[src/rtl/dds_sweep_ctrl_if.sv]
`default_nettype none
// +----------------------------------------------------------------------+
// | Module  : dds_sweep_ctrl_if                                          |
// | Brief   : Control/config and DDS-drive bundle for dds_sweep_ctrl.    |
// | Revision: 1.0                                                        |
// +----------------------------------------------------------------------+
interface dds_sweep_ctrl_if #(
    parameter int M  = 32,
    parameter int NW = 12,
    parameter int DW = 16
);
    logic          ic_start;
    logic          ic_abort;
    logic          ic_loop;
    logic          ic_zc_align;
    logic [M-1:0]  id_f_start;
    logic [M-1:0]  id_f_step;
    logic [NW-1:0] id_n_steps;
    logic [DW-1:0] id_dwell;
    logic          ic_zero_crossing;
    logic [M-1:0]  od_p_ac;
    logic          oc_rst_ac;
    logic          oc_en_ac;
    logic          oc_val_data;
    logic          oc_busy;
    logic          oc_done;
    logic          oc_zc_timeout;
    logic [NW-1:0] od_step_idx;

    modport master (
        output ic_start, ic_abort, ic_loop, ic_zc_align, id_f_start, id_f_step,
               id_n_steps, id_dwell, ic_zero_crossing,
        input  od_p_ac, oc_rst_ac, oc_en_ac, oc_val_data, oc_busy, oc_done,
               oc_zc_timeout, od_step_idx
    );

    modport slave (
        input  ic_start, ic_abort, ic_loop, ic_zc_align, id_f_start, id_f_step,
               id_n_steps, id_dwell, ic_zero_crossing,
        output od_p_ac, oc_rst_ac, oc_en_ac, oc_val_data, oc_busy, oc_done,
               oc_zc_timeout, od_step_idx
    );
endinterface
`default_nettype wire

[src/rtl/dds_sweep_ctrl.sv]
`default_nettype none
// +----------------------------------------------------------------------+
// | Module  : dds_sweep_ctrl                                             |
// | Brief   : Stepped-frequency sweep sequencer driving a DDS core.      |
// | Revision: 1.0                                                        |
// +----------------------------------------------------------------------+
module dds_sweep_ctrl #(
    parameter int M  = 32,
    parameter int NW = 12,
    parameter int DW = 16
) (
    input  wire logic        clk,
    input  wire logic        ic_rst_n,
    dds_sweep_ctrl_if.slave  bus
);
    typedef logic [2:0] state_t;
    localparam state_t c_ST_IDLE    = 3'd0;
    localparam state_t c_ST_CLEAR   = 3'd1;
    localparam state_t c_ST_RUN     = 3'd2;
    localparam state_t c_ST_WAIT_ZC = 3'd3;
    localparam state_t c_ST_DONE    = 3'd4;

    state_t        r_state, w_state;
    logic [M-1:0]  r_p_ac, w_p_ac;
    logic [NW-1:0] r_idx, w_idx;
    logic [DW-1:0] r_cnt, w_cnt;
    logic          w_zc_to;

    logic [M-1:0]  r_f_start, r_f_step;
    logic [NW-1:0] r_n_steps;
    logic [DW-1:0] r_dwell_m1;
    logic          r_loop, r_zc_align;
    logic          w_accept;
    logic [DW-1:0] w_dwell_in_m1;

    logic          r_rst_ac, r_en_ac, r_busy, r_done, r_zc_to;

    // A programmed dwell of 0 behaves like 1, so D-1 saturates at 0
    assign w_dwell_in_m1 = (bus.id_dwell == '0) ? '0 : bus.id_dwell - 1'b1;

    always_comb begin
        w_state  = r_state;
        w_p_ac   = r_p_ac;
        w_idx    = r_idx;
        w_cnt    = r_cnt;
        w_zc_to  = 1'b0;
        w_accept = 1'b0;
        case (r_state)
            c_ST_IDLE: begin
                if (bus.ic_start) begin
                    w_accept = 1'b1;
                    w_state  = c_ST_CLEAR;
                end
            end
            c_ST_CLEAR: begin
                w_p_ac  = r_f_start;
                w_idx   = '0;
                w_cnt   = r_dwell_m1;
                w_state = c_ST_RUN;
            end
            c_ST_RUN: begin
                if (r_cnt != '0) begin
                    w_cnt = r_cnt - 1'b1;
                end else if (r_idx == r_n_steps) begin
                    w_state = r_loop ? c_ST_CLEAR : c_ST_DONE;
                end else if (r_zc_align) begin
                    w_cnt   = r_dwell_m1;
                    w_state = c_ST_WAIT_ZC;
                end else begin
                    w_p_ac = r_p_ac + r_f_step;
                    w_idx  = r_idx + 1'b1;
                    w_cnt  = r_dwell_m1;
                end
            end
            c_ST_WAIT_ZC: begin
                // A crossing coinciding with expiry wins: step without a timeout pulse
                if (bus.ic_zero_crossing || (r_cnt == '0)) begin
                    w_p_ac  = r_p_ac + r_f_step;
                    w_idx   = r_idx + 1'b1;
                    w_cnt   = r_dwell_m1;
                    w_zc_to = ~bus.ic_zero_crossing;
                    w_state = c_ST_RUN;
                end else begin
                    w_cnt = r_cnt - 1'b1;
                end
            end
            c_ST_DONE: begin
                w_state = c_ST_IDLE;
            end
            default: begin
                w_state = c_ST_IDLE;
            end
        endcase

        if (bus.ic_abort) begin
            w_state  = c_ST_IDLE;
            w_zc_to  = 1'b0;
            w_accept = 1'b0;
        end
        if (w_state == c_ST_IDLE) begin
            w_p_ac = '0;
            w_idx  = '0;
        end
        if (w_state == c_ST_CLEAR) begin
            w_idx = '0;
        end
    end

    always_ff @(posedge clk or negedge ic_rst_n) begin
        if (!ic_rst_n) begin
            r_state  <= c_ST_IDLE;
            r_p_ac   <= '0;
            r_idx    <= '0;
            r_cnt    <= '0;
            r_rst_ac <= 1'b1;
            r_en_ac  <= 1'b0;
            r_busy   <= 1'b0;
            r_done   <= 1'b0;
            r_zc_to  <= 1'b0;
        end else begin
            r_state  <= w_state;
            r_p_ac   <= w_p_ac;
            r_idx    <= w_idx;
            r_cnt    <= w_cnt;
            r_rst_ac <= (w_state == c_ST_IDLE) || (w_state == c_ST_CLEAR);
            r_en_ac  <= (w_state == c_ST_RUN) || (w_state == c_ST_WAIT_ZC);
            r_busy   <= (w_state == c_ST_CLEAR) || (w_state == c_ST_RUN) ||
                        (w_state == c_ST_WAIT_ZC);
            r_done   <= (w_state == c_ST_DONE);
            r_zc_to  <= w_zc_to;
        end
    end

    always_ff @(posedge clk or negedge ic_rst_n) begin
        if (!ic_rst_n) begin
            r_f_start  <= '0;
            r_f_step   <= '0;
            r_n_steps  <= '0;
            r_dwell_m1 <= '0;
            r_loop     <= 1'b0;
            r_zc_align <= 1'b0;
        end else if (w_accept) begin
            r_f_start  <= bus.id_f_start;
            r_f_step   <= bus.id_f_step;
            r_n_steps  <= bus.id_n_steps;
            r_dwell_m1 <= w_dwell_in_m1;
            r_loop     <= bus.ic_loop;
            r_zc_align <= bus.ic_zc_align;
        end
    end

    assign bus.od_p_ac       = r_p_ac;
    assign bus.oc_rst_ac     = r_rst_ac;
    assign bus.oc_en_ac      = r_en_ac;
    assign bus.oc_val_data   = r_en_ac;
    assign bus.oc_busy       = r_busy;
    assign bus.oc_done       = r_done;
    assign bus.oc_zc_timeout = r_zc_to;
    assign bus.od_step_idx   = r_idx;
endmodule
`default_nettype wire

[src/flat_wrapper.sv]
// flat-port wrapper written by rule: the top's interface ports become plain ports
module dds_sweep_ctrl_flat 
#(
    parameter int M  = 32,
    parameter int NW = 12,
    parameter int DW = 16
)
  (clk, ic_rst_n, bus_ic_start, bus_ic_abort, bus_ic_loop, bus_ic_zc_align, bus_id_f_start, bus_id_f_step, bus_id_n_steps, bus_id_dwell, bus_ic_zero_crossing, bus_od_p_ac, bus_oc_rst_ac, bus_oc_en_ac, bus_oc_val_data, bus_oc_busy, bus_oc_done, bus_oc_zc_timeout, bus_od_step_idx);
  dds_sweep_ctrl_if #(.M(M), .NW(NW), .DW(DW)) bus_i ();
  input  wire logic clk;
  input  wire logic ic_rst_n;
  input wire logic [$bits(bus_i.ic_start)-1:0] bus_ic_start;
  input wire logic [$bits(bus_i.ic_abort)-1:0] bus_ic_abort;
  input wire logic [$bits(bus_i.ic_loop)-1:0] bus_ic_loop;
  input wire logic [$bits(bus_i.ic_zc_align)-1:0] bus_ic_zc_align;
  input wire logic [$bits(bus_i.id_f_start)-1:0] bus_id_f_start;
  input wire logic [$bits(bus_i.id_f_step)-1:0] bus_id_f_step;
  input wire logic [$bits(bus_i.id_n_steps)-1:0] bus_id_n_steps;
  input wire logic [$bits(bus_i.id_dwell)-1:0] bus_id_dwell;
  input wire logic [$bits(bus_i.ic_zero_crossing)-1:0] bus_ic_zero_crossing;
  output wire logic [$bits(bus_i.od_p_ac)-1:0] bus_od_p_ac;
  output wire logic [$bits(bus_i.oc_rst_ac)-1:0] bus_oc_rst_ac;
  output wire logic [$bits(bus_i.oc_en_ac)-1:0] bus_oc_en_ac;
  output wire logic [$bits(bus_i.oc_val_data)-1:0] bus_oc_val_data;
  output wire logic [$bits(bus_i.oc_busy)-1:0] bus_oc_busy;
  output wire logic [$bits(bus_i.oc_done)-1:0] bus_oc_done;
  output wire logic [$bits(bus_i.oc_zc_timeout)-1:0] bus_oc_zc_timeout;
  output wire logic [$bits(bus_i.od_step_idx)-1:0] bus_od_step_idx;
  assign bus_i.ic_start = bus_ic_start;
  assign bus_i.ic_abort = bus_ic_abort;
  assign bus_i.ic_loop = bus_ic_loop;
  assign bus_i.ic_zc_align = bus_ic_zc_align;
  assign bus_i.id_f_start = bus_id_f_start;
  assign bus_i.id_f_step = bus_id_f_step;
  assign bus_i.id_n_steps = bus_id_n_steps;
  assign bus_i.id_dwell = bus_id_dwell;
  assign bus_i.ic_zero_crossing = bus_ic_zero_crossing;
  assign bus_od_p_ac = bus_i.od_p_ac;
  assign bus_oc_rst_ac = bus_i.oc_rst_ac;
  assign bus_oc_en_ac = bus_i.oc_en_ac;
  assign bus_oc_val_data = bus_i.oc_val_data;
  assign bus_oc_busy = bus_i.oc_busy;
  assign bus_oc_done = bus_i.oc_done;
  assign bus_oc_zc_timeout = bus_i.oc_zc_timeout;
  assign bus_od_step_idx = bus_i.od_step_idx;
  dds_sweep_ctrl #(.M(M), .NW(NW), .DW(DW)) u_core (.clk(clk), .ic_rst_n(ic_rst_n), .bus(bus_i));
endmodule
[config.mk]
export PLATFORM = sky130hd
export DESIGN_NAME = dds_sweep_ctrl_flat
export DESIGN_NICKNAME = d
export VERILOG_FILES = /design/src/rtl/dds_sweep_ctrl_if.sv /design/src/rtl/dds_sweep_ctrl.sv /design/src/flat_wrapper.sv
export SDC_FILE = /design/constraint.sdc
export NUM_CORES = 1
export LEC_CHECK = 0
export BUFFER_PORTS_ARGS = -buffer_cell sky130_fd_sc_hd__buf_4
export CELL_PAD_IN_SITES_DETAIL_PLACEMENT = 2
export CELL_PAD_IN_SITES_GLOBAL_PLACEMENT = 2
export CORE_ASPECT_RATIO = 0.5
export CORE_MARGIN = 3
export CORE_UTILIZATION = 31
export DETAILED_ROUTE_END_ITERATION = 7
export PLACE_DENSITY_LB_ADDON = 0.05
export SLEW_MARGIN = 10
export SYNTH_ARGS = -nofsm -noshare
export SYNTH_HDL_FRONTEND = slang
export SYNTH_SLANG_ARGS = --single-unit
export TNS_END_PERCENT = 20
[constraint.sdc]
create_clock -name clk -period 2.8 [get_ports clk]
set_input_delay 0.56 -clock clk [delete_from_list [all_inputs] [get_ports clk]]
set_output_delay 0.56 -clock clk [all_outputs]
set_load 0.05 [all_outputs]
# ---- Word level (Yosys, flattened, before mapping)
# Index checks and enable logic that the tools add are counted.
dict set report classes {
  add_sub_neg 4
  n_eq_ne 17
  n_mux 32
  n_bitwise 1
  reduce_logical 16
}
# cell n
set op_table {}
lappend op_table {{$mux 32} 5}
lappend op_table {{$pmux 32 s3} 1}
lappend op_table {{$mux 12} 6}
lappend op_table {{$mux 16} 4}
lappend op_table {{$pmux 16 s3} 1}
lappend op_table {{$pmux 12 s3} 1}
lappend op_table {{$add 32x32->32} 1}
lappend op_table {{$logic_not 16->1} 2}
lappend op_table {{$sub 16x1->16 const B} 2}
lappend op_table {{$mux 3} 7}
lappend op_table {{$reduce_bool 16->1} 1}
lappend op_table {{$add 12x1->12 const B} 1}
lappend op_table {{$eq 12x12->1} 1}
lappend op_table {{$eq 3x2->1 const B} 4}
lappend op_table {{$ne 4x4->1 const B} 3}
lappend op_table {{$pmux 3 s4} 1}
lappend op_table {{$reduce_and 5->1} 2}
lappend op_table {{$ne 3x3->1 const B} 3}
lappend op_table {{$eq 3x1->1 const B} 2}
lappend op_table {{$logic_not 3->1} 2}
lappend op_table {{$mux 1} 6}
lappend op_table {{$logic_or 1x1->1} 5}
lappend op_table {{$reduce_bool 5->1} 1}
lappend op_table {{$ne 4x1->1 const B} 1}
lappend op_table {{other kinds (7)} 7}
dict set report word_totals {
  register_bits 162
  input_bits 99
  out_inout_bits 50
}

# ---- Logic depth before layout (Yosys ltp)
dict set report depth {
  ltp_word 8
  mapped_depth 12
  ltp_nobuf 12
}

# ---- Worst setup path before layout
# OpenSTA, ideal clock, no wires.
dict set report synth_path {
  path_kind {reg-to-reg}
  from {reg u_core.r_p_ac[0], in the netlist u_core.bus.od_p_ac[0]}
  to {reg u_core.r_p_ac[26], in the netlist u_core.bus.od_p_ac[26]}
  setup_ps 118
  arrival_ps 3055
  slack_ps -373
  path_stages_with_launch 13
  synth_period_minus_slack_ps 3173
  path_cell_list {dfrtp_1 -> ha_1 -> inv_1 -> fa_1 -> nor2b_1 -> o21a_1 -> o21ai_1 -> a211oi_1 -> o41ai_2 -> o41ai_2 -> mux2i_1 -> a21oi_1 -> a21o_1}
}
dict set report synth_between {
  elab_chain_len 6
  elab_cells_between_ends 7
  classes_between {1 x add/sub; 6 x mux}
}
# item line_no
set synth_rtl {}
lappend synth_rtl {{from (decl)} dds_sweep_ctrl.sv:24} ;# logic [M-1:0] r_p_ac, w_p_ac;
lappend synth_rtl {{from (signal assigned)} dds_sweep_ctrl.sv:122} ;# r_p_ac <= w_p_ac;
lappend synth_rtl {{$add 32x32->32 (*)} {dds_sweep_ctrl.sv:70, dds_sweep_ctrl.sv:78}}
lappend synth_rtl {{$mux 32} dds_sweep_ctrl.sv:66} ;# end else if (r_zc_align) begin
lappend synth_rtl {{$mux 32} dds_sweep_ctrl.sv:64} ;# end else if (r_idx == r_n_steps) begin
lappend synth_rtl {{$mux 32} dds_sweep_ctrl.sv:62} ;# if (r_cnt != '0) begin
lappend synth_rtl {{$pmux 32 s3 (*)} dds_sweep_ctrl.sv:48} ;# case (r_state)
lappend synth_rtl {{$mux 32 (*)} dds_sweep_ctrl.sv:100} ;# if (w_state == c_ST_IDLE) begin
# Mark *: on every way between the ends. The rest lies on a longest branch, timed or not. The select of a mux whose other input is x is not followed.
# A chain may end at the register's enable or synchronous reset.

# ---- Worst setup path in the final report
dict set report layout_path {
  from {reg u_core.r_cnt[9]}
  to {reg u_core.r_p_ac[20], in the netlist u_core.bus.od_p_ac[20]}
}
dict set report layout_between {
  elab_chain_len 8
  elab_cells_between_ends 15
  classes_between {4 x eq/ne; 5 x mux; 6 x reduce/logical}
}
# item line_no
set layout_rtl {}
lappend layout_rtl {{from (decl)} dds_sweep_ctrl.sv:26} ;# logic [DW-1:0] r_cnt, w_cnt;
lappend layout_rtl {{from (signal assigned)} dds_sweep_ctrl.sv:124} ;# r_cnt <= w_cnt;
lappend layout_rtl {{$logic_not 16->1} dds_sweep_ctrl.sv:77} ;# if (bus.ic_zero_crossing || (r_cnt == '0)) begin
lappend layout_rtl {{$logic_or 1x1->1} dds_sweep_ctrl.sv:77}
lappend layout_rtl {{$mux 3} dds_sweep_ctrl.sv:77}
lappend layout_rtl {{$pmux 3 s4 (*)} dds_sweep_ctrl.sv:48}
lappend layout_rtl {{$mux 3 (*)} dds_sweep_ctrl.sv:95} ;# if (bus.ic_abort) begin
lappend layout_rtl {{net u_core.w_state[1]} dds_sweep_ctrl.sv:23} ;# state_t r_state, w_state;
lappend layout_rtl {{$logic_not 3->1 (*)} dds_sweep_ctrl.sv:100}
lappend layout_rtl {{$ne 3x1->1 (no source line) (tied with other cells)} --}
lappend layout_rtl {{$reduce_and 5->1 (no source line)} --}
# The timed path passes the listed nets; every way through them passes the cells marked *.

==> impl_metrics.tcl <==
set metrics [dict create \
    worst_slack_ns 0.0239 \
    dominant_combinational_cell_family_by_area_after_synthesis "simple AND/OR/NAND/NOR gates" \
    post-route-period-util_pct 99.1 \
    sequential_power_share_pct 42.2 \
    yosys.area_share.xor_xnor_pct 4.85 \
    globalRouteOverflowTotal 0 \
    core_area_sq_mm 0.0282 \
    firstDrtPassIters 4 \
    final_layout_size_suffix_gt1_share_pct 24.7 \
    fin_area_sq_mm 0.0119 \
    switching_share_pct 32.2 \
    detail_route.vias_per_cell 5.09 \
    route.layer.met1.wl_mm 14.6 \
    routability_congestion 0.851 \
    worstPathRequired_ns 3.13 \
    fin_hold_ws_ns 0.115 \
    peak_freq_ghz 0.360 \
    fp.dieW_um 247 \
    total_switching_power_uw 2300 \
    synth_enable_flop_cells 0 \
    post_synth_mux_area_share_pct 1.15 \
    drt-wirelength-per-cell_um 19.1 \
    seq_area_frac_synth_pct 44.9 \
    cts.hold.buffers_added 0 \
    setup-violations-final 0 \
    overall_die_area_sq_mm 0.0313 \
    finalNonFillerCells 1641 \
    drt_iter0_drc 341 \
    synth_seq_cells 162 \
    place.detailed.instances 1592 \
    netlist_instances 1055 \
    grt_pass1_vias 9308 \
    critPathCaptureType "flop" \
    htree_num_levels 4 \
    antennaDiodeCount 0 \
    cts.root.buffer_cell "sky130_fd_sc_hd__clkbuf_16" \
    initial_antenna_violation_count 0 \
    combPwrFrac_pct 22.8 \
    totalWireLength_mm 31.3 \
    total_power_uw 7130 \
    clock_sink_count 162 \
    start_util_pct 32.0 \
    count_of_input_and_output_buffers 148 \
    met2WireLength_mm 15.7 \
    min_period_ns 2.78 \
    top_layer_used "met4" \
    post_synth_fa_ha_maj_area_fraction_pct 5.07 \
    num_vias 8350 \
    worst_r2r_endpoint "u_core.bus.od_p_ac[20]" \
    cts_buf_count 17 \
    synth_async_sr_flop_share_pct 100 \
    worst_slew_pin_slew_ns 1.09 \
    clock_power_share_pct 35.0 \
    post_synth_and_or_nand_nor_area_fraction_pct 23.6 \
    placed_area_sq_mm 0.0109 \
    synth_top_flop_cell "sky130_fd_sc_hd__dfrtp_1" \
    drc_errors 0 \
    skew_ns 0.0123 \
    critical_path.startpoint_type "flop" \
    ctsLongestPathBuffers 2 \
    syn-mean-instance-area_sq_um 8.56 \
    worst_reg2reg_path_startpoint "u_core.r_cnt[9]" \
    global_route_wire_length_before_repair_mm 50.4 \
    fraction_of_the_mapped_netlist_area_in_compound_gates_pct 17.1 \
    hpwl_mm 22.1 \
    largest_net_degree_at_the_start_of_global_routing 96 \
    slew_viol_final 0 \
    place_worst_setup_slack_ns -0.298 \
    yosysTopAreaCell "sky130_fd_sc_hd__dfrtp_1" \
    internal_power_uw 4830 \
    final_hold_viol_count 0 \
    summed_instance_area_of_the_synthesized_netlist_sq_mm 0.00903 \
    max_cap_violations 0 \
    cp_arrival_ns 3.11 \
    cellPowerDensity_mw_per_mm2 598 \
    detailroute.wirelength.met3_um 584 \
    area_delta_synth_final_pct 32.0 \
    post_route_ant_nets 0 \
    synth.area.top_cells "sky130_fd_sc_hd__dfrtp_1, sky130_fd_sc_hd__nand2_1, sky130_fd_sc_hd__ha_1" \
    post_synth_num_cell_types 67 \
    leakage_dissipation_uw 0.00597 \
    hold_path.class "in2async" \
    dieHeight_um 127 \
    row_count 43 \
    cts_tree "built" \
    max_slew_margin_pct 27.5 \
    syn_nets 1190 \
    ys.warnings.count 0 \
    outcome "finished clean" \
    crit_path_max_fanout 5 \
    unrepaired_setup_endpoints_after_global_routing "true" \
    clk_latency_ns 0.46 \
    layout.nets 1381 \
    ir_worst_vdd_mv 0.406 \
    reg2regPathDepth 10 \
    grtUsageTotal_pct 20.2 \
    io_pins 149 \
    rrSetupSlack_ns 0.02 \
    cts.reportedPaths.clkPinSlew_ns 0.06 \
    fraction_of_synthesized_cell_area_taken_by_the_top_area_cell_type_pct 44.6 \
    timing.setup.critical_path_class "reg2reg" \
]
==> cell type report <==
class	instances	area (sq um)
Sequential cell	162	4060
Multi-Input combinational cell	826	4890
Fill cell	3142	16300
Timing Repair Buffer	219	1790
Inverter	20	75.1
Clock inverter	13	160
Clock buffer	19	453
Tap cell	382	478
==> sequential cells by signal, indices dropped and copies added, names as in the netlist, 3 cells and up <==
| register | cells |
|---|---|
| u_core.bus.od_p_ac | 32 |
| u_core.r_f_start | 32 |
| u_core.r_f_step | 32 |
| u_core.r_cnt | 16 |
| u_core.r_dwell_m1 | 16 |
| u_core.bus.od_step_idx | 12 |
| u_core.r_n_steps | 12 |
| u_core.r_state | 3 |
==> power by group through the flow <==
stage / sequential [uW] / combinational (uW) / clock, uW
after detailed placement: 3050 / 1550 / 0
final: 3010 / 1620 / 2490
after CTS: 3010 / 1580 / 2560
after global placement: 3030 / 1470 / 0
after global routing: 3060 / 1860 / 2650
after floorplan: 2960 / 966 / 0
==> through the flow <==
step                      util [%]  TNS, ns
after global routing          42.2    -1.77
after global placement        38.7   -0.360
after detailed placement      38.7   -0.872
final                         42.2        0
after CTS                     41.2  -0.0910
after floorplan                  -  -0.0652
==> what timing repair did <==
action | CTS | global route
gates resized for setup | 15 | 47
gates cloned | 0 | 4
setup endpoints to repair | 11 | 42
buffers inserted | 5 | 9
pin swaps | 6 | 17
==> placed cells by master (no fill, tap or decap), types with 7 or more instances in the layout <==
cell and n:
sky130_fd_sc_hd__a21o_1 23, sky130_fd_sc_hd__a21oi_1 52, sky130_fd_sc_hd__a22o_1 13, sky130_fd_sc_hd__a32oi_1 8, sky130_fd_sc_hd__and3_1 12, sky130_fd_sc_hd__buf_12 8
sky130_fd_sc_hd__buf_4 206, sky130_fd_sc_hd__clkbuf_16 19, sky130_fd_sc_hd__dfrtp_1 157, sky130_fd_sc_hd__ha_1 34, sky130_fd_sc_hd__inv_1 18, sky130_fd_sc_hd__nand2_1 306
sky130_fd_sc_hd__nand2b_1 8, sky130_fd_sc_hd__nand3_1 14, sky130_fd_sc_hd__nor2_1 57, sky130_fd_sc_hd__nor3_1 24, sky130_fd_sc_hd__o21ai_0 59, sky130_fd_sc_hd__o21ai_1 31
sky130_fd_sc_hd__or3_1 7, sky130_fd_sc_hd__xnor2_1 22, sky130_fd_sc_hd__xor2_1 28
==> how the worst max path moves through the flow <==
stage / start / endpoint / slack (ns) / cells past startpoint
after global routing: u_core.r_cnt[9] / u_core.bus.od_p_ac[25] / -0.1 / 10
after detailed placement: u_core.r_f_step[0] / u_core.bus.od_p_ac[24] / -0.30 / 13
after global placement: u_core.bus.od_p_ac[0] / u_core.bus.od_p_ac[26] / -0.16 / 13
after CTS: u_core.r_f_step[0] / u_core.bus.od_p_ac[26] / -0.07 / 13
final: u_core.r_cnt[9] / u_core.bus.od_p_ac[20] / 0.02 / 10
after floorplan: u_core.bus.od_p_ac[0] / u_core.bus.od_p_ac[26] / -0.04 / 12
==> Yosys cell counts (all sizes together) (9+ instances only) <==
cell type and count:
nand2 308, dfrtp 161, o21ai 91, nor2 64, a21oi 54, clkbuf 36, ha 35, xor2 28
nor3 25, a21o 23, xnor2 22, inv 20, nand3 16, a22o 13, and3 13, buf 12
nor4 11, nand2b 9, or3 9
==> critical path: stages (launching register included) <==
cell and delay [ns]:
sky130_fd_sc_hd__dfrtp_1 0.40, sky130_fd_sc_hd__or3_4 0.41, sky130_fd_sc_hd__nor4_4 0.28, sky130_fd_sc_hd__nand3_1 0.17, sky130_fd_sc_hd__o31a_1 0.37, sky130_fd_sc_hd__or2_4 0.28, sky130_fd_sc_hd__nor2_4 0.14, sky130_fd_sc_hd__nor2_4 0.08
sky130_fd_sc_hd__buf_12 0.16, sky130_fd_sc_hd__clkbuf_16 0.16, sky130_fd_sc_hd__a22o_1 0.21
==> layer usage <==
metal	vias to the layer above	GRT usage [%]
li1	4008	-
met1	4230	26.3
met2	86	35.4
met3	26	2.83
met4	0	5.48
met5	-	0
==> kinds of logic after synthesis <==
family                     count (synthesis)
AOI/OAI and AO/OA                        246
and+or+nand+nor                          483
adders and majority gates                 36
xor gates and xnor gates                  50
DFF                                      162
muxes                                     10
buffers and inverters                     68
Power figures use the tool's default switching activity.
